===== src/rtl/bcd_pkg.sv =====
// Shared definitions for the BCD count controller.
//   state_t       : controller FSM encoding (IDLE / RUN / PAUSE)
//   SEG_*         : active-low {g,f,e,d,c,b,a} patterns for digits 0-9 and blank
//   DIG_*         : active-low digit-select codes
//   bcd_inc()     : one-step increment of a 2-digit BCD value (units carry into tens)
package bcd_pkg;

    typedef enum logic [1:0] {
        IDLE  = 2'd0,
        RUN   = 2'd1,
        PAUSE = 2'd2
    } state_t;

    localparam logic [6:0] SEG_0     = 7'b1000000;
    localparam logic [6:0] SEG_1     = 7'b1111001;
    localparam logic [6:0] SEG_2     = 7'b0100100;
    localparam logic [6:0] SEG_3     = 7'b0110000;
    localparam logic [6:0] SEG_4     = 7'b0011001;
    localparam logic [6:0] SEG_5     = 7'b0010010;
    localparam logic [6:0] SEG_6     = 7'b0000010;
    localparam logic [6:0] SEG_7     = 7'b1111000;
    localparam logic [6:0] SEG_8     = 7'b0000000;
    localparam logic [6:0] SEG_9     = 7'b0010000;
    localparam logic [6:0] SEG_BLANK = 7'h7F;

    localparam logic [1:0] DIG_UNITS = 2'b10;
    localparam logic [1:0] DIG_TENS  = 2'b01;

    function automatic logic [7:0] bcd_inc(input logic [7:0] v);
        logic [7:0] r;
        if (v[3:0] == 4'd9) begin
            r = {v[7:4] + 4'd1, 4'd0};
        end else begin
            r = {v[7:4], v[3:0] + 4'd1};
        end
        return r;
    endfunction

endpackage


===== src/rtl/bcd_seg7.sv =====
// Combinational 4-bit digit to 7-segment decoder.
//   digit : 4-bit digit value
//   seg   : active-low segments {g,f,e,d,c,b,a}; values A-F are blanked
module bcd_seg7
    import bcd_pkg::*;
(
    input  logic [3:0] digit,
    output logic [6:0] seg
);

    always_comb begin
        seg = SEG_BLANK;
        case (digit)
            4'd0:    seg = SEG_0;
            4'd1:    seg = SEG_1;
            4'd2:    seg = SEG_2;
            4'd3:    seg = SEG_3;
            4'd4:    seg = SEG_4;
            4'd5:    seg = SEG_5;
            4'd6:    seg = SEG_6;
            4'd7:    seg = SEG_7;
            4'd8:    seg = SEG_8;
            4'd9:    seg = SEG_9;
            default: seg = SEG_BLANK;
        endcase
    end

endmodule


===== src/rtl/bcd_count_ctrl.sv =====
// Two-digit BCD up-counter with run/pause/clear control and a multiplexed
// 7-segment display driver.
//   CLK     : clock, rising edge
//   RESET   : asynchronous active-low reset
//   START   : run / resume pulse
//   STOP    : pause pulse
//   CLEAR   : return to idle and zero the count
//   Q       : BCD count {tens, units}
//   RUNNING : high while in RUN
//   WRAP    : one-cycle pulse after the count wraps MAX_BCD -> 00
//   SEG     : active-low segments for the selected digit (registered)
//   DIG     : active-low digit select (10 = units, 01 = tens)
module bcd_count_ctrl
    import bcd_pkg::*;
#(
    parameter int unsigned TICK_DIV = 1000,
    parameter logic [7:0]  MAX_BCD  = 8'h59,
    parameter int unsigned SCAN_DIV = 4
) (
    input  logic       CLK,
    input  logic       RESET,
    input  logic       START,
    input  logic       STOP,
    input  logic       CLEAR,
    output logic [7:0] Q,
    output logic       RUNNING,
    output logic       WRAP,
    output logic [6:0] SEG,
    output logic [1:0] DIG
);

    localparam int unsigned   PW         = (TICK_DIV > 1) ? $clog2(TICK_DIV) : 1;
    localparam int unsigned   SW         = (SCAN_DIV > 1) ? $clog2(SCAN_DIV) : 1;
    localparam logic [PW-1:0] PRESC_LAST = PW'(TICK_DIV - 1);
    localparam logic [SW-1:0] SCAN_LAST  = SW'(SCAN_DIV - 1);

    state_t        state, state_nx;
    logic [PW-1:0] presc, presc_nx;
    logic [7:0]    q_nx;
    logic          wrap_nx;
    logic          tick;
    logic [SW-1:0] scan_cnt, scan_cnt_nx;
    logic          scan_sel, scan_sel_nx;
    logic [3:0]    digit_nx;
    logic [6:0]    seg_nx;

    // Controller next state: CLEAR beats everything (including a coincident
    // tick); a tick coinciding with STOP is still applied.
    always_comb begin
        state_nx = state;
        presc_nx = presc;
        q_nx     = Q;
        wrap_nx  = 1'b0;
        tick     = (state == RUN) && (presc == PRESC_LAST);
        if (CLEAR) begin
            state_nx = IDLE;
            presc_nx = '0;
            q_nx     = '0;
        end else begin
            if (tick) begin
                presc_nx = '0;
                if (Q == MAX_BCD) begin
                    q_nx    = '0;
                    wrap_nx = 1'b1;
                end else begin
                    q_nx = bcd_inc(Q);
                end
            end else if (state == RUN) begin
                presc_nx = presc + PW'(1);
            end
            if (STOP) begin
                if (state == RUN) begin
                    state_nx = PAUSE;
                end
            end else if (START && (state != RUN)) begin
                state_nx = RUN;
            end
        end
    end

    // Scan counter runs regardless of state. SEG is decoded from the
    // next-cycle digit select and count so it lines up with DIG and Q.
    always_comb begin
        scan_cnt_nx = scan_cnt + SW'(1);
        scan_sel_nx = scan_sel;
        if (scan_cnt == SCAN_LAST) begin
            scan_cnt_nx = '0;
            scan_sel_nx = ~scan_sel;
        end
        digit_nx = scan_sel_nx ? q_nx[7:4] : q_nx[3:0];
    end

    bcd_seg7 u_seg7 (
        .digit (digit_nx),
        .seg   (seg_nx)
    );

    always_ff @(posedge CLK or negedge RESET) begin
        if (!RESET) begin
            state    <= IDLE;
            presc    <= '0;
            Q        <= '0;
            WRAP     <= 1'b0;
            scan_cnt <= '0;
            scan_sel <= 1'b0;
            DIG      <= DIG_UNITS;
            SEG      <= SEG_0;
        end else begin
            state    <= state_nx;
            presc    <= presc_nx;
            Q        <= q_nx;
            WRAP     <= wrap_nx;
            scan_cnt <= scan_cnt_nx;
            scan_sel <= scan_sel_nx;
            DIG      <= scan_sel_nx ? DIG_TENS : DIG_UNITS;
            SEG      <= seg_nx;
        end
    end

    always_comb begin
        RUNNING = (state == RUN);
    end

endmodule

===== config.mk =====
export PLATFORM = sky130hd
export DESIGN_NAME = bcd_count_ctrl
export DESIGN_NICKNAME = d
export VERILOG_FILES = /design/src/rtl/bcd_pkg.sv /design/src/rtl/bcd_seg7.sv /design/src/rtl/bcd_count_ctrl.sv
export SDC_FILE = /design/constraint.sdc
export NUM_CORES = 1
export LEC_CHECK = 0
export BUFFER_PORTS_ARGS = -buffer_cell sky130_fd_sc_hd__buf_2
export CORE_MARGIN = 2
export CORE_UTILIZATION = 50
export DETAILED_ROUTE_END_ITERATION = 7
export GPL_ROUTABILITY_DRIVEN = 0
export GPL_TIMING_DRIVEN = 0
export PLACE_DENSITY_LB_ADDON = 0.1
export REMOVE_ABC_BUFFERS = 1
export SLEW_MARGIN = 5
export SYNTH_ARGS = -nofsm -noshare
export SYNTH_HDL_FRONTEND = slang
export SYNTH_HIERARCHICAL = 1
export SYNTH_SLANG_ARGS = --single-unit

===== constraint.sdc =====
create_clock -name CLK -period 3.4 [get_ports CLK]
set_clock_uncertainty 0.05 [all_clocks]
set_input_delay 0.68 -clock CLK [delete_from_list [all_inputs] [get_ports CLK]]
set_output_delay 0.68 -clock CLK [all_outputs]
set_load 0.01 [all_outputs]

==> key figures, run 1 <==
Run status
  • Status: finished, final reports clean

Synthesis
  • Post-synth cell types: 47
  • Post-synth EDFFs: 0
  • Flops & latches, synth: 32
  • Post-synth top area cell: dfrtp_1
  • Mapped Area: around 1800 sq um
  • Synth warnings: 6
  • Synth top area share: roughly two fifths
  • Synth top area cells: dfrtp_1 41%, ha_1 7.5%, nor2_1 4.3%, dfstp_2 2.9%, xor2_1 2.9%
  • Ys flop type: dfrtp_1
  • Seq/Total Area, Yosys: 43.7%
  • Syn avg cell area: a little under 10 sq um
  • Share of flip-flops with an asynchronous set or reset: 100%
  • Post-Syn Instances: 186

CTS
  • Postcts setup bufs: 0
  • Cts hold-fix bufs: 0
  • CTS root buf: clkbuf_8
  • Clk_lat worst skew: 0.29 ns
  • Clock sink total: 32
  • CTS tree: yes
  • Clk buf depth: 2
  • Cts repair resizes: 0
  • Clk pin slew, worst setup/hold paths: about 0.07 ns
  • Clock buffer count from CTS: 5
  • H-tree depth: 2

Floorplanning
  • Die width: ~65 um
  • Row count: 22
  • Core box area: ~3600 sq um
  • Starting density of the core: 51.0%
  • I/O pins: 24
  • Die ar.: 4180 sq um
  • Die Height: ~65 um

Critical path
  • CP required: 3.47 ns
  • Critical path capture point type: register
  • Startpoint types: register
  • Critical path class: reg -> reg
  • Crit-path max FO: 6
  • Worst reg-to-reg path cell count: 10
  • CP arrival: 2.98 ns
  • R2R Path Start: presc[0]
  • Crit path from: presc[0]

Pwr
  • Overall power: 0.718 mW
  • Worst IR Drop VDD: about 0.00026 V
  • Leak: 0.923 nW
  • PwrDens: 349 nW/um^2

Timing
  • Fin Setup TNS: 0 ns
  • Final Hold Fails: 0
  • Setup-failing EPs final: 0
  • Final Max Slew Viols: 0
  • Slew @ Worst Pin: around 0.73 ns
  • Final Cycle Share: a little under nine tenths
  • Slew Limit Headroom: 51.2%
  • Final worst slack: 0.494 ns
  • Post-layout min period: 2.91 ns
  • Fin Hold WS: 0.381 ns
  • Peak Freq: 344 MHz
  • RSZ-0062 raised after global routing: false

Placement
  • DP Cell Count: roughly 250
  • Area post-placement: 1950 sq um
  • Post-place setup slack: 0.316 ns
  • Port buffer count: 23
  • Hpwl dp: 2750 um

Layout
  • Area grow syn2layout: 12.0%
  • Fin cells: 256
  • Final Cell Area: 2060 sq um
  • Fraction of layout cells with a size suffix above 1: 19.7%
  • Nets: 223
  • Final core utilization: 57.1%
  • # diodes: 0

GRT
  • Global-route wire length before repair: 6160 um
  • Initial antenna violation count: 0
  • Vias in the first global route: 1,296
  • Largest net degree at the start of global routing: 33
  • Total track usage: 19.5%
  • GRT overflow: 0

Drt
  • DRC Markers: 0
  • DR pass1 iterations: 4
  • Total Wirelength: 3700 um
  • DR WL/cell: 14.4 um
  • Post-route ant nets: 0
  • Vias: 1,448
  • First DRT Iteration DRCs: 88
  • DR vias/cell: 5.66

Worst hold path
  • Worst hold path class: in -> async

Flow run
  • Max_cap viols: 0
## worst paths after layout
path,endpoint,slack [ns]
worst max-delay path,SEG[3],0.49
worst min-delay path,presc[1],0.38
worst max register to register,SEG[3],0.49
worst min register to register,scan_cnt[0],0.38
max in group asynchronous,state[0],2.47
min in group CLK,scan_cnt[0],0.38
## registers in the layout (all words and copies together), names as in the netlist
| name | cells |
|---|---|
| state | 2 |
| presc | 10 |
| Q | 8 |
| scan_cnt | 2 |
| DIG | 2 |
| SEG | 7 |
| WRAP | 1 |
## layer usage
metal  track usage, %  up-vias  part of all wire [%]
met5                0        -                     0
met2             32.0       16                    50
met4             7.98        0                   1.5
met3             5.03        6                   3.0
met1             24.6      715                    45
li1                 -      711                     -
## cell usage after synthesis (all sizes together) (3+ instances only)
| library cell | instances |
|---|---|
| nand2 | 6 |
| a31oi | 3 |
| xnor2 | 3 |
| nand2b | 8 |
| nand4 | 3 |
| dfrtp | 30 |
| nand3 | 4 |
| buf | 7 |
| and4 | 4 |
| xor2 | 6 |
| nor3 | 8 |
| inv | 11 |
| o211ai | 5 |
| a41oi | 3 |
| ha | 11 |
| a311oi | 3 |
| and3b | 3 |
| nor2 | 21 |
| a21oi | 10 |
| o21ai | 10 |
| mux2i | 4 |
## report_power, final
group,switching [mW],internal (mW)
clock,0.144,0.164
sequential,0.00214,0.383
combinational,0.0192,0.00639
total,0.166,0.553
## layout make-up
class / instances / area, sq um
clock buffer: 6 / 82.6
clock inverter: 2 / 15.0
fill: 334 / 1550
inverter: 11 / 41.3
multi-input combinational: 134 / 941
sequential: 32 / 803
tap: 48 / 60.1
timing repair buffer: 23 / 115
## kinds of logic (layout without fill, tap and decap cells)
kind of cell,Yosys count,count (layout),share of synthesized area [%]
fa+ha+maj,11,11,7.49
mux,4,4,2.18
compound gates,39,39,14.2
buf+inv,20,42,5.45
flops,32,32,43.7
simple gates,71,71,22.7
xor+xnor,9,9,4.29
## cells in the final DEF (no fill, tap or decap), types with 3 or more instances in the layout
cell	n
a21oi_1	9
a31oi_1	3
a41oi_1	3
and3b_1	3
and4_1	3
buf_2	23
clkbuf_8	6
dfrtp_1	30
ha_1	11
inv_1	11
mux2i_1	4
nand2_1	6
nand2b_1	8
nand3_1	3
nand4_1	3
nor2_1	21
nor3_1	7
o211ai_1	4
o21ai_0	10
xnor2_1	3
xor2_1	6
## worst max-delay path, cell delays in order (launching register included)
cell and delay (ns):
dfrtp_1 0.40, ha_1 0.29, and3b_1 0.35, and4_4 0.32
mux2i_1 0.11, o22ai_1 0.40, inv_1 0.16, ha_1 0.20
or2_1 0.22, a21oi_2 0.18, a31oi_1 0.06
Power figures use the tool's default switching activity.
==> run 2, diff against run 1 <==
--- a/config.mk
+++ b/config.mk
@@ -5,7 +5,7 @@
 export SDC_FILE = /design/constraint.sdc
 export NUM_CORES = 1
 export LEC_CHECK = 0
-export BUFFER_PORTS_ARGS = -buffer_cell sky130_fd_sc_hd__buf_2
+export BUFFER_PORTS_ARGS = -buffer_cell sky130_fd_sc_hd__buf_4
 export CORE_MARGIN = 2
 export CORE_UTILIZATION = 50
 export DETAILED_ROUTE_END_ITERATION = 7
==> key figures, run 2 (same netlist as run 1, synthesis figures left out) <==
Run status
  • Status: finished, final reports clean

Floorplanning
  • Core box area: roughly 3600 sq um
  • Row count: 22
  • Die ar.: 4180 sq um
  • Die Height: 64.6 um
  • I/O pins: 24
  • Die width: 64.6 um
  • Starting density of the core: 51.0%

CTS
  • Clock buffer count from CTS: 5
  • Clock sink total: 32
  • Clk_lat worst skew: between 0.2 and 0.3 ns
  • H-tree depth: 2
  • CTS tree: yes
  • Clk buf depth: 2
  • Clk pin slew, worst setup/hold paths: 0.07 ns
  • CTS root buf: clkbuf_8

Critical path
  • CP peak stage delay: 0.48 ns
  • CP arrival: approximately 3 ns
  • Worst reg-to-reg path cell count: 10
  • Critical path class: reg -> reg
  • CP Buf/Inv Count: 1
  • CP required: 3.47 ns
  • Startpoint types: register
  • Reg-to-reg setup timing slack: roughly 0.42 ns
  • Crit-path max FO: 7
  • Top cell by count, worst path: ha_1
  • CP top delay family: simple AND/OR/NAND/NOR gates
  • Critical path, cell by cell: ha_1 > nand3b_1 > nor3_2 > mux2i_1 > o22ai_1 > inv_1 > ha_1 > or2_1 > a21oi_2 > a31oi_1
  • Crit-path slowest cell: nor3_2
  • Critical path capture point type: register
  • Levels on crit path: 10

Timing
  • Fin Setup TNS: 0 ns
  • Setup-failing EPs final: 0
  • Final Max Slew Viols: 0
  • Final Cycle Share: 87.6%
  • Slew Limit Headroom: 51.1%
  • Post-layout min period: a little under 3 ns
  • Peak Freq: 336 MHz
  • Slew @ Worst Pin: 0.733 ns
  • Final worst slack: 0.421 ns
  • Final Hold Fails: 0
  • RSZ-0062 raised after global routing: false

Placement
  • DP Cell Count: 248
  • Port buffer count: 23
  • Post-place setup slack: 0.262 ns
  • Hpwl dp: 2730 um

Layout
  • Nets: between 200 and 250
  • Largest register FFs: 10
  • FILL cells: about 320
  • Area grow syn2layout: 15.1%
  • # diodes: 0
  • Commonest non-fill, non-tap cell in the layout: dfrtp_1
  • Fin cells: 256
  • Most frequent cells in the layout: 30 x dfrtp_1, 23 x buf_4, 21 x nor2_1
  • Largest Register: presc
  • Fraction of layout cells with a size suffix above 1: 19.7%
  • Final core utilization: 58.7%
  • Leading registers by flop count: presc x10, Q x8, SEG x7

Drt
  • DR vias/cell: 5.70
  • DR WL/cell: 14.4 um
  • Vias: 1,459
  • DR pass1 iterations: 4
  • First DRT Iteration DRCs: 110
  • Post-route ant nets: 0
  • Total Wirelength: 3670 um
  • DRC Markers: 0

Pwr
  • PwrDens: 340 nW/um^2
  • Worst IR Drop VDD: 0.000234 V
  • Leak: 0.928 nW

Flow run
  • Max_cap viols: 0

GRT
  • Largest net degree at the start of global routing: 33
  • Initial antenna violation count: 0
  • GRT overflow: 0
  • Global-route wire length before repair: approximately 6500 um
  • Vias in the first global route: 1,399
  • Total track usage: 20.4%

Worst hold path
  • Worst hold path class: in -> async
run 2: worst paths after layout:
kind / to / startpoint
max in group asynchronous: DIG[1] / RESET
worst min register to register: scan_cnt[0] / scan_cnt[0]
worst max register to register: SEG[3] / presc[0]
worst min-delay path: Q[6] / RESET
worst max-delay path: SEG[3] / presc[0]
min in group CLK: scan_cnt[0] / scan_cnt[0]
run 2: layout make-up:
cell class / instances / area [sq um] / share of cell area, %
well taps: 48 / 60.1 / 2.84
flip-flops and latches: 32 / 803 / 38.0
inverters: 11 / 41.3 / 1.95
repair buffers: 23 / 173 / 8.16
multi-input cells: 134 / 941 / 44.5
clock buffers: 6 / 82.6 / 3.90
clock inverters: 2 / 15.0 / 0.710
run 2: what timing repair did:
| item | in CTS | in global routing |
|---|---|---|
| resized for setup | 0 | 1 |
| setup buffers | 0 | 0 |
| hold buffers | 0 | 0 |
| endpoints found under the setup margin | 0 | 1 |
run 2: per-layer routing:
metal	global-route usage, %	wire (um)	vias to the layer above	part of all wire (%)
met3	5.21	158	6	4.3
met2	33.7	1850	37	50
met4	6.91	44	0	1.2
met5	0	0	-	0
li1	-	-	706	-
met1	26.1	1630	710	44
run 2: through the flow:
step / hold slack (ns) / cell area (sq um) / power, mW
6_report: 0.269 / 2120 / 0.719
5_1_grt: 0.294 / 2120 / 0.754
3_5_place_dp: 0.410 / 2010 / 0.420
4_1_cts: 0.281 / 2110 / 0.728
2_1_floorplan: 0.334 / 1780 / 0.401
3_3_place_gp: 0.364 / 2010 / 0.418
run 2: power breakdown:
group / internal, mW / leakage (nW) / total [mW] / switching (mW)
Sequential: 0.383 / 0.435 / 0.385 / 0.00202
Clock: 0.164 / 0.0434 / 0.307 / 0.143
Combinational: 0.00804 / 0.450 / 0.0275 / 0.0195
==> run 3, diff against run 2 <==
--- a/config.mk
+++ b/config.mk
@@ -12,6 +12,7 @@
 export GPL_ROUTABILITY_DRIVEN = 0
 export GPL_TIMING_DRIVEN = 0
 export PLACE_DENSITY_LB_ADDON = 0.1
+export RECOVER_POWER = 25
 export REMOVE_ABC_BUFFERS = 1
 export SLEW_MARGIN = 5
 export SYNTH_ARGS = -nofsm -noshare
==> key figures, run 3 (same netlist as run 1, synthesis figures left out) <==
Timing
  • Peak Freq: roughly 340 MHz
  • Slew Limit Headroom: -7.40%
  • Final Cycle Share: 87.6%
  • Post-layout min period: 2.98 ns
  • Final Hold Fails: 0
  • Fin Setup TNS: 0 ns
  • Slew @ Worst Pin: around 1.6 ns
  • Final Max Slew Viols: 33
  • RSZ-0062 raised after global routing: false
  • Setup-failing EPs final: 0

GRT
  • GRT overflow: 0
  • Total track usage: 20.4%
  • Global-route wire length before repair: 6550 um
  • Vias in the first global route: roughly 1,400
  • Initial antenna violation count: 0
  • Largest net degree at the start of global routing: 33

Pwr
  • Overall power: 0.718 mW
  • Leak: between 0.9 and 1 nW
  • Worst IR Drop VDD: 0.000234 V
  • PwrDens: 340 nW/um^2

Drt
  • Vias: 1,458
  • DR WL/cell: 14.3 um
  • DRC Markers: 0
  • First DRT Iteration DRCs: 110
  • DR pass1 iterations: 4
  • Total Wirelength: 3670 um
  • Post-route ant nets: 0
  • DR vias/cell: 5.70

Critical path
  • Reg2reg end: SEG[3]
  • Reg-to-reg setup timing slack: 0.42 ns
  • End of the critical path: SEG[3]
  • CP top delay family: simple AND/OR/NAND/NOR gates
  • CP required: 3.47 ns
  • Startpoint types: register
  • Crit path from: presc[0]
  • Crit-path slowest cell: nor3_2
  • CP arrival: 3.05 ns
  • Crit-path max FO: 7
  • Levels on crit path: 10
  • Top cell by count, worst path: ha_1
  • Worst reg-to-reg path cell count: 10
  • Critical path capture point type: register
  • CP Buf/Inv Count: 1
  • R2R Path Start: presc[0]
  • CP peak stage delay: 0.48 ns
  • Critical path, cell by cell: ha_1 > nand3b_1 > nor3_2 > mux2i_1 > o22ai_1 > inv_1 > ha_1 > or2_1 > a21oi_2 > a31oi_1
  • Critical path class: reg -> reg

CTS
  • Cts hold-fix bufs: 0
  • Clk_lat worst skew: 0.28 ns
  • Clock buffer count from CTS: 5
  • Postcts setup bufs: 0
  • CTS root buf: clkbuf_8
  • H-tree depth: 2
  • Cts repair resizes: 0
  • Clk pin slew, worst setup/hold paths: roughly 0.070 ns
  • Clk buf depth: 2
  • CTS tree: yes
  • Clock sink total: 32

Placement
  • Port buffer count: 23
  • Area post-placement: 2010 sq um
  • Hpwl dp: 2730 um

Floorplanning
  • Die Height: 64.6 um
  • Die ar.: 4180 sq um
  • Core box area: 3610 sq um
  • Starting density of the core: 51.0%
  • Die width: roughly 65 um
  • I/O pins: 24
  • Row count: 22

Flow run
  • Max_cap viols: 1

Layout
  • Fraction of layout cells with a size suffix above 1: between 10% and 20%
  • Commonest non-fill, non-tap cell in the layout: dfrtp_1
  • Final core utilization: 58.6%
  • Largest Register: presc
  • Most frequent cells in the layout: 30 x dfrtp_1, 22 x buf_4, 21 x nor2_1
  • Nets: 223
  • Final Cell Area: 2110 sq um
  • Leading registers by flop count: presc x10, Q x8, SEG x7
  • Largest register FFs: 10
  • # diodes: 0
  • Area grow syn2layout: 14.9%

Worst hold path
  • Worst hold path class: reg -> reg

Run status
  • Status: finished, violations left
  • Failing checks: max-capacitance violations, max-slew violations
run 3: layer usage:
layer | track usage, % | vias to the layer above | part of all wire, %
met4 | 6.91 | 0 | 1.2
li1 | - | 706 | -
met2 | 33.7 | 37 | 50
met5 | 0 | - | 0
met3 | 5.21 | 6 | 4.3
met1 | 26.1 | 709 | 44
run 3: how the worst min path moves through the flow:
stage / from / endpoint / slack (ns) / cells past startpoint
floorplan: RESET / DIG[0] / 0.33 / 0
global placement: scan_cnt[0] / scan_cnt[0] / 0.36 / 1
detailed placement: scan_cnt[1] / scan_cnt[1] / 0.41 / 1
CTS: RESET / Q[1] / 0.28 / 1
global route: scan_cnt[1] / scan_cnt[1] / 0.44 / 1
finish: scan_cnt[0] / scan_cnt[0] / 0.41 / 1
run 3: power breakdown:
group,internal (mW),switching [mW]
Clock,0.164,0.143
Sequential,0.383,0.00202
Combinational,0.00746,0.0195
Total,0.554,0.165
run 3: area by class of cell:
| type | instances | area (sq um) |
|---|---|---|
| timing repair buffer | 23 | 169 |
| clock inverter | 2 | 15.0 |
| clock buffer | 6 | 82.6 |
| fill | 323 | 1490 |
| sequential | 32 | 803 |
| multi-input combinational | 134 | 941 |
| inverter | 11 | 41.3 |
| tap | 48 | 60.1 |
run 3: through the flow:
stage          setup WS [ns]  cells  hold WS (ns)
6_report               0.421    256         0.415
4_1_cts                0.248    256         0.281
2_1_floorplan          0.887    177         0.334
3_5_place_dp           0.262    248         0.410
5_1_grt                0.153    256         0.436
3_3_place_gp           0.492    248         0.364
